===== src/rtl/counter_ud.sv =====
// Up/down counter with programmable ceiling, runtime prescaler on count requests,
// wrap-or-saturate limit handling and wrap/overflow reporting.
module counter_ud #(
  parameter int WIDTH    = 8,
  parameter int DIV_W    = 4,
  parameter int SATURATE = 0
) (
  input  logic             clk,
  input  logic             rst_n,
  input  logic             clr,
  input  logic             load,
  input  logic [WIDTH-1:0] load_val,
  input  logic             inc,
  input  logic             dec,
  input  logic [DIV_W-1:0] div,
  input  logic [WIDTH-1:0] max_val,
  output logic [WIDTH-1:0] cnt,
  output logic             eq,
  output logic             zero,
  output logic             wrap,
  output logic             ovf
);

  logic [WIDTH-1:0] r_cnt;
  logic [DIV_W-1:0] r_pre;
  logic             r_wrap;
  logic             r_ovf;

  logic             w_req;
  logic             w_tick;
  logic [WIDTH:0]   w_step;

  // Limit handling: returns {limit_event, next_count}. Comparing before the
  // +1/-1 keeps an all-ones count from rolling over through the carry.
  function automatic logic [WIDTH:0] f_step(input logic             up,
                                            input logic [WIDTH-1:0] c,
                                            input logic [WIDTH-1:0] m);
    logic [WIDTH:0] res;
    if (up) begin
      if (c < m)              res = {1'b0, c + WIDTH'(1)};
      else if (SATURATE != 0) res = {1'b1, m};
      else                    res = {1'b1, {WIDTH{1'b0}}};
    end else begin
      if (c != '0)            res = {1'b0, c - WIDTH'(1)};
      else if (SATURATE != 0) res = {1'b1, {WIDTH{1'b0}}};
      else                    res = {1'b1, m};
    end
    return res;
  endfunction

  assign w_req  = inc ^ dec;
  assign w_tick = w_req && (r_pre >= div);
  assign w_step = f_step(inc, r_cnt, max_val);

  always_ff @(posedge clk or negedge rst_n) begin
    if (!rst_n) begin
      r_cnt  <= '0;
      r_pre  <= '0;
      r_wrap <= 1'b0;
      r_ovf  <= 1'b0;
    end else if (clr) begin
      r_cnt  <= '0;
      r_pre  <= '0;
      r_wrap <= 1'b0;
      r_ovf  <= 1'b0;
    end else if (load) begin
      r_cnt  <= load_val;
      r_pre  <= '0;
      r_wrap <= 1'b0;
    end else begin
      r_wrap <= 1'b0;
      if (w_tick) begin
        r_pre  <= '0;
        r_cnt  <= w_step[WIDTH-1:0];
        r_wrap <= w_step[WIDTH];
        r_ovf  <= r_ovf | w_step[WIDTH];
      end else if (w_req) begin
        r_pre  <= r_pre + DIV_W'(1);
      end
    end
  end

  assign cnt  = r_cnt;
  assign wrap = r_wrap;
  assign ovf  = r_ovf;
  assign eq   = (r_cnt == max_val);
  assign zero = (r_cnt == '0);

endmodule


===== config.mk =====
export PLATFORM = sky130hd
export DESIGN_NAME = counter_ud
export DESIGN_NICKNAME = d
export VERILOG_FILES = /design/src/rtl/counter_ud.sv
export SDC_FILE = /design/constraint.sdc
export NUM_CORES = 1
export LEC_CHECK = 0
export CAP_MARGIN = 40
export CORE_UTILIZATION = 40
export DETAILED_ROUTE_END_ITERATION = 8
export GPL_TIMING_DRIVEN = 0
export PLACE_DENSITY = 0.71
export SLEW_MARGIN = 5
export SYNTH_ARGS = -nofsm -noshare
export SYNTH_HDL_FRONTEND = slang
export SYNTH_SLANG_ARGS = --single-unit
export TNS_END_PERCENT = 30

===== constraint.sdc =====
create_clock -name clk -period 6.8 [get_ports clk]
set_clock_uncertainty 0.2 [all_clocks]
set_input_delay 1.36 -clock clk [delete_from_list [all_inputs] [get_ports clk]]
set_output_delay 1.36 -clock clk [all_outputs]
set_load 0.005 [all_outputs]

# Yosys cells after proc, flatten, opt, wreduce, memory -nomap -nowiden
# Cells that the tools add are included.
[word_totals]
latch_bits = 0
inputBits = 26
ramBits = 0
mem_count = 0
ff_bits = 14
output_inout_bits = 12
rom_bits = 0
word_cells = 36
[op_classes]
div = 0
n_eq_ne = 2
n_mul = 0
mux = 16
shift = 0
n_reduce_logical = 7
n_lt_le_gt_ge = 2
n_addsub = 3
bitwise = 2
[ops]
columns = ["cell", "n"]
rows = [
  ["$mux W9", 3],
  ["$mux W8", 3],
  ["$mux W4", 4],
  ["$add A8 B1 Y8 const B", 1],
  ["$eq A8 B8 Y1", 1],
  ["$logic_not A8 Y1", 1],
  ["$lt A8 B8 Y1", 1],
  ["$reduce_bool A8 Y1", 1],
  ["$sub A8 B1 Y8 const B", 1],
  ["$mux W1", 6],
  ["$add A4 B1 Y4 const B", 1],
  ["$ge A4 B4 Y1", 1],
  ["$reduce_bool A4 Y1", 1],
  ["$reduce_bool A3 Y1", 1],
  ["$ne A2 B2 Y1 const B", 1],
  ["$reduce_and A2 Y1", 1],
  ["$reduce_bool A2 Y1", 1],
  ["$logic_and A1 B1 Y1", 1],
  ["$or A1 B1 Y1", 1],
  ["$xor A1 B1 Y1", 1],
]

# Depth between registers and ports, before layout
# Gate-level depths: netlist of the first run.
[logic_depth]
word_depth = 7
mapped_depth = 9
mapped_depth_nobuf = 7

# Worst setup path before layout of the first run
# OpenSTA, ideal clock, no wires.
[synth_timing]
kind = "input to output"
from = "input max_val[7]"
to = "output eq"
arrival_time_ns = 1.909
required_time_ns = 5.240
n_path_buf = 0
stages = 4
slack_ns = 3.331
path_cell_list = "inv_1 ha_1 nand4_1 nor2_1"
[synth_via]
elab_chain_len = 1
[synth_rtl]
columns = ["element", "line_no", "text"]
rows = [
  ["start, declared", "16", "input logic [WIDTH-1:0] max_val,"],
  ["$eq A8 B8 Y1", "86", "assign eq = (r_cnt == max_val);"],
  ["end, declared", "18", "output logic eq,"],
]
# No other way between the ends.

# Worst setup path in the final report of the first run
# Same ends and word-level chain as after synthesis.

==> flow_summary.json, run 1 <==
{
  "status": "finished clean",
  "core_area_um2": 3130,
  "firstDrtPassIters": 4,
  "syn_area_per_cell_um2": 8.36,
  "grt_max_degree": 15,
  "grt.busiest_layer": "met2",
  "cts_hold_buf": 0,
  "die_w_um": 60.2,
  "synth_edf_count": 0,
  "post_route_cells_drive_above_1_share": 0.0542,
  "clk-insertion-delay-late_ns": 0.28,
  "syn_inst": 162,
  "hp-start": "ovf$_DFFE_PN0P_",
  "seqPwrFrac": 0.403,
  "antenna_found_initial": 0,
  "synthesis.nets": 204,
  "io_buffer_count": 37,
  "internal_power_uw": 155,
  "synthFlopType": "dfrtp_1",
  "io_pins": 38,
  "layout_commonest_cell": "clkdlybuf4s50_1",
  "dpl.hpwl_um": 2800,
  "drcViolationCount": 0,
  "yosysSeqAreaShare": 0.259,
  "powerDensity_nw_per_um2": 129,
  "hold_viol_final": 0,
  "synth-seq-cells": 14,
  "fill_cells": 296,
  "grt_pass1_vias": 1272,
  "grt_pass1_wl_um": 5920,
  "dieArea_um2": 3620,
  "timing.critical_path.mode_cell": "clkdlybuf4s50_1",
  "core.rowCount": 20,
  "numCtsBuffers": 3,
  "swShare": 0.334,
  "route.vias.total": 1347,
  "synthArstFlopShare": 1.00,
  "initial_core_util": 0.433,
  "fp.dieH_um": 60.2,
  "routed_wl_um": 3550,
  "endpoint_kind": "output port",
  "critPathArrivalTime_ns": 3.00,
  "use_met3": 0.0411,
  "slowest_stage": "clkdlybuf4s50_1",
  "grt_usage": 0.218,
  "peakVddDrop_v": 0.0000847,
  "power_frac_clock": 0.203,
  "critical-path-top-delay-family": "buffers and inverters",
  "rsz0062_at_grt": "no",
  "setup_viol": 0,
  "vias_per_cell": 5.45,
  "worstSetupPathType": "in2out",
  "area_delta_synth_final_pct": 33.4,
  "switchingPower_uw": 77.7,
  "p_leak_nw": 0.791,
  "cts_resized": 0,
  "setup_tns_ns": 0,
  "period_needed_ns": 4.56,
  "tightest_slew_ns": 0.666,
  "layout_common_cells": "37 x clkdlybuf4s50_1, 19 x inv_1, 16 x ha_1, 14 x dfrtp_1, 13 x o21ai_0",
  "gp_congestion": 0.821,
  "gr-total-overflow": 0,
  "post-route-period-util": 0.671,
  "crit_chain": "clkdlybuf4s50_1, inv_1, ha_1, nand4_1, nor2_1, clkdlybuf4s50_1",
  "ys_warn_count": 0,
  "cp-startpoint": "max_val[7]",
  "wl_per_cell_um": 14.4,
  "holdWs_ns": 0.328,
  "use_met1": 0.285,
  "reg2reg_from": "cnt[0]$_DFFE_PN0P_",
  "min_path_type": "reg2reg",
  "grt_util_met2": 0.378,
  "cts_sinks": 14,
  "maxSlewViolCount": 0,
  "cts_tree": "built",
  "comb_power_share": 0.395,
  "worstPathRequired_ns": 5.24,
  "slew_headroom": 0.555,
  "synth_cell_types": 42,
  "startpoint_type": "input port",
  "drt_iter0_drc": 65,
  "nNetsFinal": 247,
  "syn_area_um2": 1360,
  "clk_path_buf_depth": 2,
  "path_buf_inv": 3,
  "clk_pin_slew_ns": 0.08,
  "ant_nets": 0,
  "num_antenna_cells": 0,
  "slowest_delay_ns": 0.50,
  "cts-root-buf": "clkbuf_4",
  "htree_levels": 1,
  "worstPathMaxFanout": 3,
  "cap_viol_max_count": 0,
  "cts_setup_buffers": 0,
  "fmax_mhz": 219
}
## registers in the layout (all words and copies together), names as in the netlist
signal / cells
r_pre: 4
cnt: 8
wrap: 1
ovf: 1
## Yosys cell counts, drive strengths merged (2+ instances only)
cell,number,share of area
a211oi,3,0.017
a21o,3,0.017
a21oi,7,0.026
a22oi,7,0.039
a31oi,2,0.0092
and3,3,0.014
buf,5,0.025
clkbuf,2,0.0055
dfrtp,14,0.26
ha,16,0.15
inv,19,0.053
mux2i,2,0.015
nand2,9,0.025
nand3,3,0.011
nand4,6,0.028
nor2,8,0.022
nor2b,3,0.014
nor3,4,0.023
nor3b,2,0.011
o211ai,3,0.017
o21ai,14,0.054
o41ai,2,0.013
or3,3,0.014
or4,2,0.014
xnor2,3,0.019
xor2,6,0.044
## metrics by stage
stage / total power, mW / setup slack [ns] / util / cells / area [um^2]
after floorplan: 0.147 / 3.33 / - / 162 / 1360
after global placement: 0.183 / 2.25 / 0.569 / 243 / 1780
after detailed placement: 0.187 / 2.22 / 0.571 / 244 / 1790
after CTS: 0.234 / 2.22 / 0.578 / 247 / 1810
after global routing: 0.249 / 2.12 / 0.578 / 247 / 1810
final: 0.233 / 2.24 / 0.578 / 247 / 1810
## worst paths after layout
check                                       end  slack, ns  cells after the start
min in group asynchronous  r_pre[3]$_DFFE_PN0P_       1.28                      1
min                             ovf$_DFFE_PN0P_       0.33                      2
max                                          eq       2.24                      6
max reg2reg                  cnt[0]$_DFFE_PN0P_       4.14                      9
min reg2reg                     ovf$_DFFE_PN0P_       0.33                      2
max in group asynchronous    cnt[0]$_DFFE_PN0P_       4.69                      1
## routing by layer
| metal | wire length, um | share of wire | vias up |
|---|---|---|---|
| li1 | - | - | 673 |
| met1 | 1570 | 0.44 | 627 |
| met2 | 1720 | 0.48 | 45 |
| met3 | 238 | 0.067 | 2 |
| met4 | 20 | 0.0056 | 0 |
| met5 | 0 | 0 | - |
## power groups by stage
| stage | registers (mW) | logic, mW | clock network (mW) |
|---|---|---|---|
| 2_1_floorplan | 0.0938 | 0.0528 | 0 |
| 4_1_cts | 0.0937 | 0.0921 | 0.0486 |
| 6_report | 0.0937 | 0.0918 | 0.0471 |
| 3_3_place_gp | 0.0951 | 0.0877 | 0 |
| 3_5_place_dp | 0.0954 | 0.0916 | 0 |
| 5_1_grt | 0.0946 | 0.102 | 0.0524 |
## final cells by class
cell class / instances / area [um^2] / share of cell area
flip-flops and latches: 14 / 350 / 0.194
plain buffers: 7 / 41.3 / 0.0228
well taps: 44 / 55.1 / 0.0304
multi-input cells: 122 / 892 / 0.493
clock buffers: 3 / 22.5 / 0.0125
repair buffers: 38 / 375 / 0.208
inverters: 19 / 71.3 / 0.0394
## worst reg2reg max path, stage by stage, from the launching register on
cell and delay [ns]:
dfrtp_1 0.39, clkbuf_1 0.36, inv_1 0.18, ha_1 0.23, nor2b_1 0.12, o211ai_1 0.09, a211oi_1 0.31, or3_1 0.16
clkbuf_1 0.29, o311ai_0 0.19
## logic make-up after synthesis
family	count (synthesis)	share of synthesized area
and+or+nand+nor	48	0.205
AOI/OAI and AO/OA	47	0.227
buffers and inverters	26	0.0831
adders and majority gates	16	0.148
DFF	14	0.259
xor gates and xnor gates	9	0.0637
muxes	2	0.0148
Power figures use the tool's default switching activity.
==> inputs of run 2 (changes only) <==
PLACE_DENSITY = 0.73   (was 0.71)
clock period = 4.1 ns   (was 6.8 ns; I/O delays follow)
==> flow_summary.json, run 2 (synthesized netlist as in run 1, its figures left out) <==
{
  "status": "finished clean",
  "rsz0062_at_grt": "no",
  "maxSlewViolCount": 0,
  "io_buffer_count": 37,
  "clk-insertion-delay-late_ns": 0.28,
  "grt_pass1_vias": 1314,
  "setup_viol": 0,
  "period_needed_ns": 3.48,
  "drt_iter0_drc": 25,
  "firstDrtPassIters": 4,
  "cts-root-buf": "clkbuf_4",
  "clk_pin_slew_ns": 0.08,
  "setup_tns_ns": 0,
  "layout_common_cells": "37 x clkdlybuf4s50_1, 19 x inv_1, 16 x ha_1, 14 x dfrtp_1, 13 x o21ai_0",
  "worstSetupPathType": "in2out",
  "area_delta_synth_final_pct": 33.4,
  "htree_levels": 1,
  "antenna_found_initial": 0,
  "fmax_mhz": 287,
  "wl_per_cell_um": 14.1,
  "endpoint_kind": "output port",
  "critPathArrivalTime_ns": 2.46,
  "startpoint_type": "input port",
  "p_leak_nw": 0.791,
  "nNetsFinal": 247,
  "slew_headroom": 0.564,
  "worstPathRequired_ns": 3.08,
  "gp_congestion": 0.810,
  "num_antenna_cells": 0,
  "fp.dieH_um": 60.2,
  "fill_cells": 306,
  "multiInputGateArea_um2": 892,
  "cts_resized": 0,
  "post_route_cells_drive_above_1_share": 0.0542,
  "vias_per_cell": 5.47,
  "layout_commonest_cell": "clkdlybuf4s50_1",
  "clk_path_buf_depth": 2,
  "cap_viol_max_count": 0,
  "numCtsBuffers": 3,
  "die_w_um": 60.2,
  "initial_core_util": 0.433,
  "cts_setup_buffers": 0,
  "grt_max_degree": 15,
  "route.vias.total": 1351,
  "dpl.hpwl_um": 2740,
  "drcViolationCount": 0,
  "post-route-period-util": 0.849,
  "largest_register_ffs": 8,
  "cts_sinks": 14,
  "cts_tree": "built",
  "ant_nets": 0,
  "core_area_um2": 3130,
  "cts_hold_buf": 0,
  "dieArea_um2": 3620,
  "routed_wl_um": 3490,
  "io_pins": 38,
  "core.rowCount": 20,
  "gr-total-overflow": 0,
  "worstPathMaxFanout": 2,
  "tightest_slew_ns": 0.652,
  "grt_usage": 0.214,
  "final_core_util": 0.578,
  "peakVddDrop_v": 0.000135,
  "seq_area_um2": 350,
  "min_path_type": "reg2reg",
  "grt_pass1_wl_um": 5730,
  "hold_viol_final": 0,
  "powerDensity_nw_per_um2": 213
}
run 2: layout make-up:
cell class	count	share of cell area
Multi-Input combinational cell	122	0.493
Timing Repair Buffer	38	0.208
Sequential cell	14	0.194
Inverter	19	0.0394
Tap cell	44	0.0304
Buffer	7	0.0228
Clock buffer	3	0.0125
run 2: critical path, cell delays in order:
cell	delay, ns
clkdlybuf4s50_1	0.49
inv_1	0.05
ha_1	0.30
nand4_1	0.16
nor2_1	0.13
clkdlybuf4s50_1	0.51
run 2: path summary, 6_finish.rpt:
check	start	to	slack [ns]	cells after the start
worst max-delay path	max_val[5]	eq	0.62	6
worst min-delay path	ovf$_DFFE_PN0P_	ovf$_DFFE_PN0P_	0.34	2
worst max register to register	cnt[0]$_DFFE_PN0P_	cnt[0]$_DFFE_PN0P_	1.34	9
worst min register to register	ovf$_DFFE_PN0P_	ovf$_DFFE_PN0P_	0.34	2
max in group asynchronous	rst_n	r_pre[2]$_DFFE_PN0P_	2.55	1
min in group asynchronous	rst_n	ovf$_DFFE_PN0P_	0.73	1
run 2: where the power goes:
group	internal (mW)	total (mW)	leakage (nW)	switching, mW
registers	0.144	0.156	0.190	0.0119
clock network	0.0341	0.0780	0.0138	0.0439
logic	0.0788	0.151	0.588	0.0725
total	0.257	0.385	0.791	0.128
run 2: routing by layer:
layer | track usage | wire length, um
met5 | 0 | 0
met4 | 0.0698 | 45
met3 | 0.0346 | 147
met2 | 0.370 | 1680
met1 | 0.266 | 1620
run 2: metrics by stage:
| stage | power [mW] | hold slack [ns] | setup slack (ns) | cells | instance area [um^2] |
|---|---|---|---|---|---|
| final | 0.385 | 0.344 | 0.618 | 247 | 1810 |
| after global placement | 0.303 | 0.327 | 0.641 | 243 | 1780 |
| after detailed placement | 0.309 | 0.332 | 0.607 | 244 | 1790 |
| after floorplan | 0.243 | 0.309 | 1.47 | 162 | 1360 |
| after global routing | 0.410 | 0.367 | 0.519 | 247 | 1810 |
| after CTS | 0.387 | 0.347 | 0.603 | 247 | 1810 |
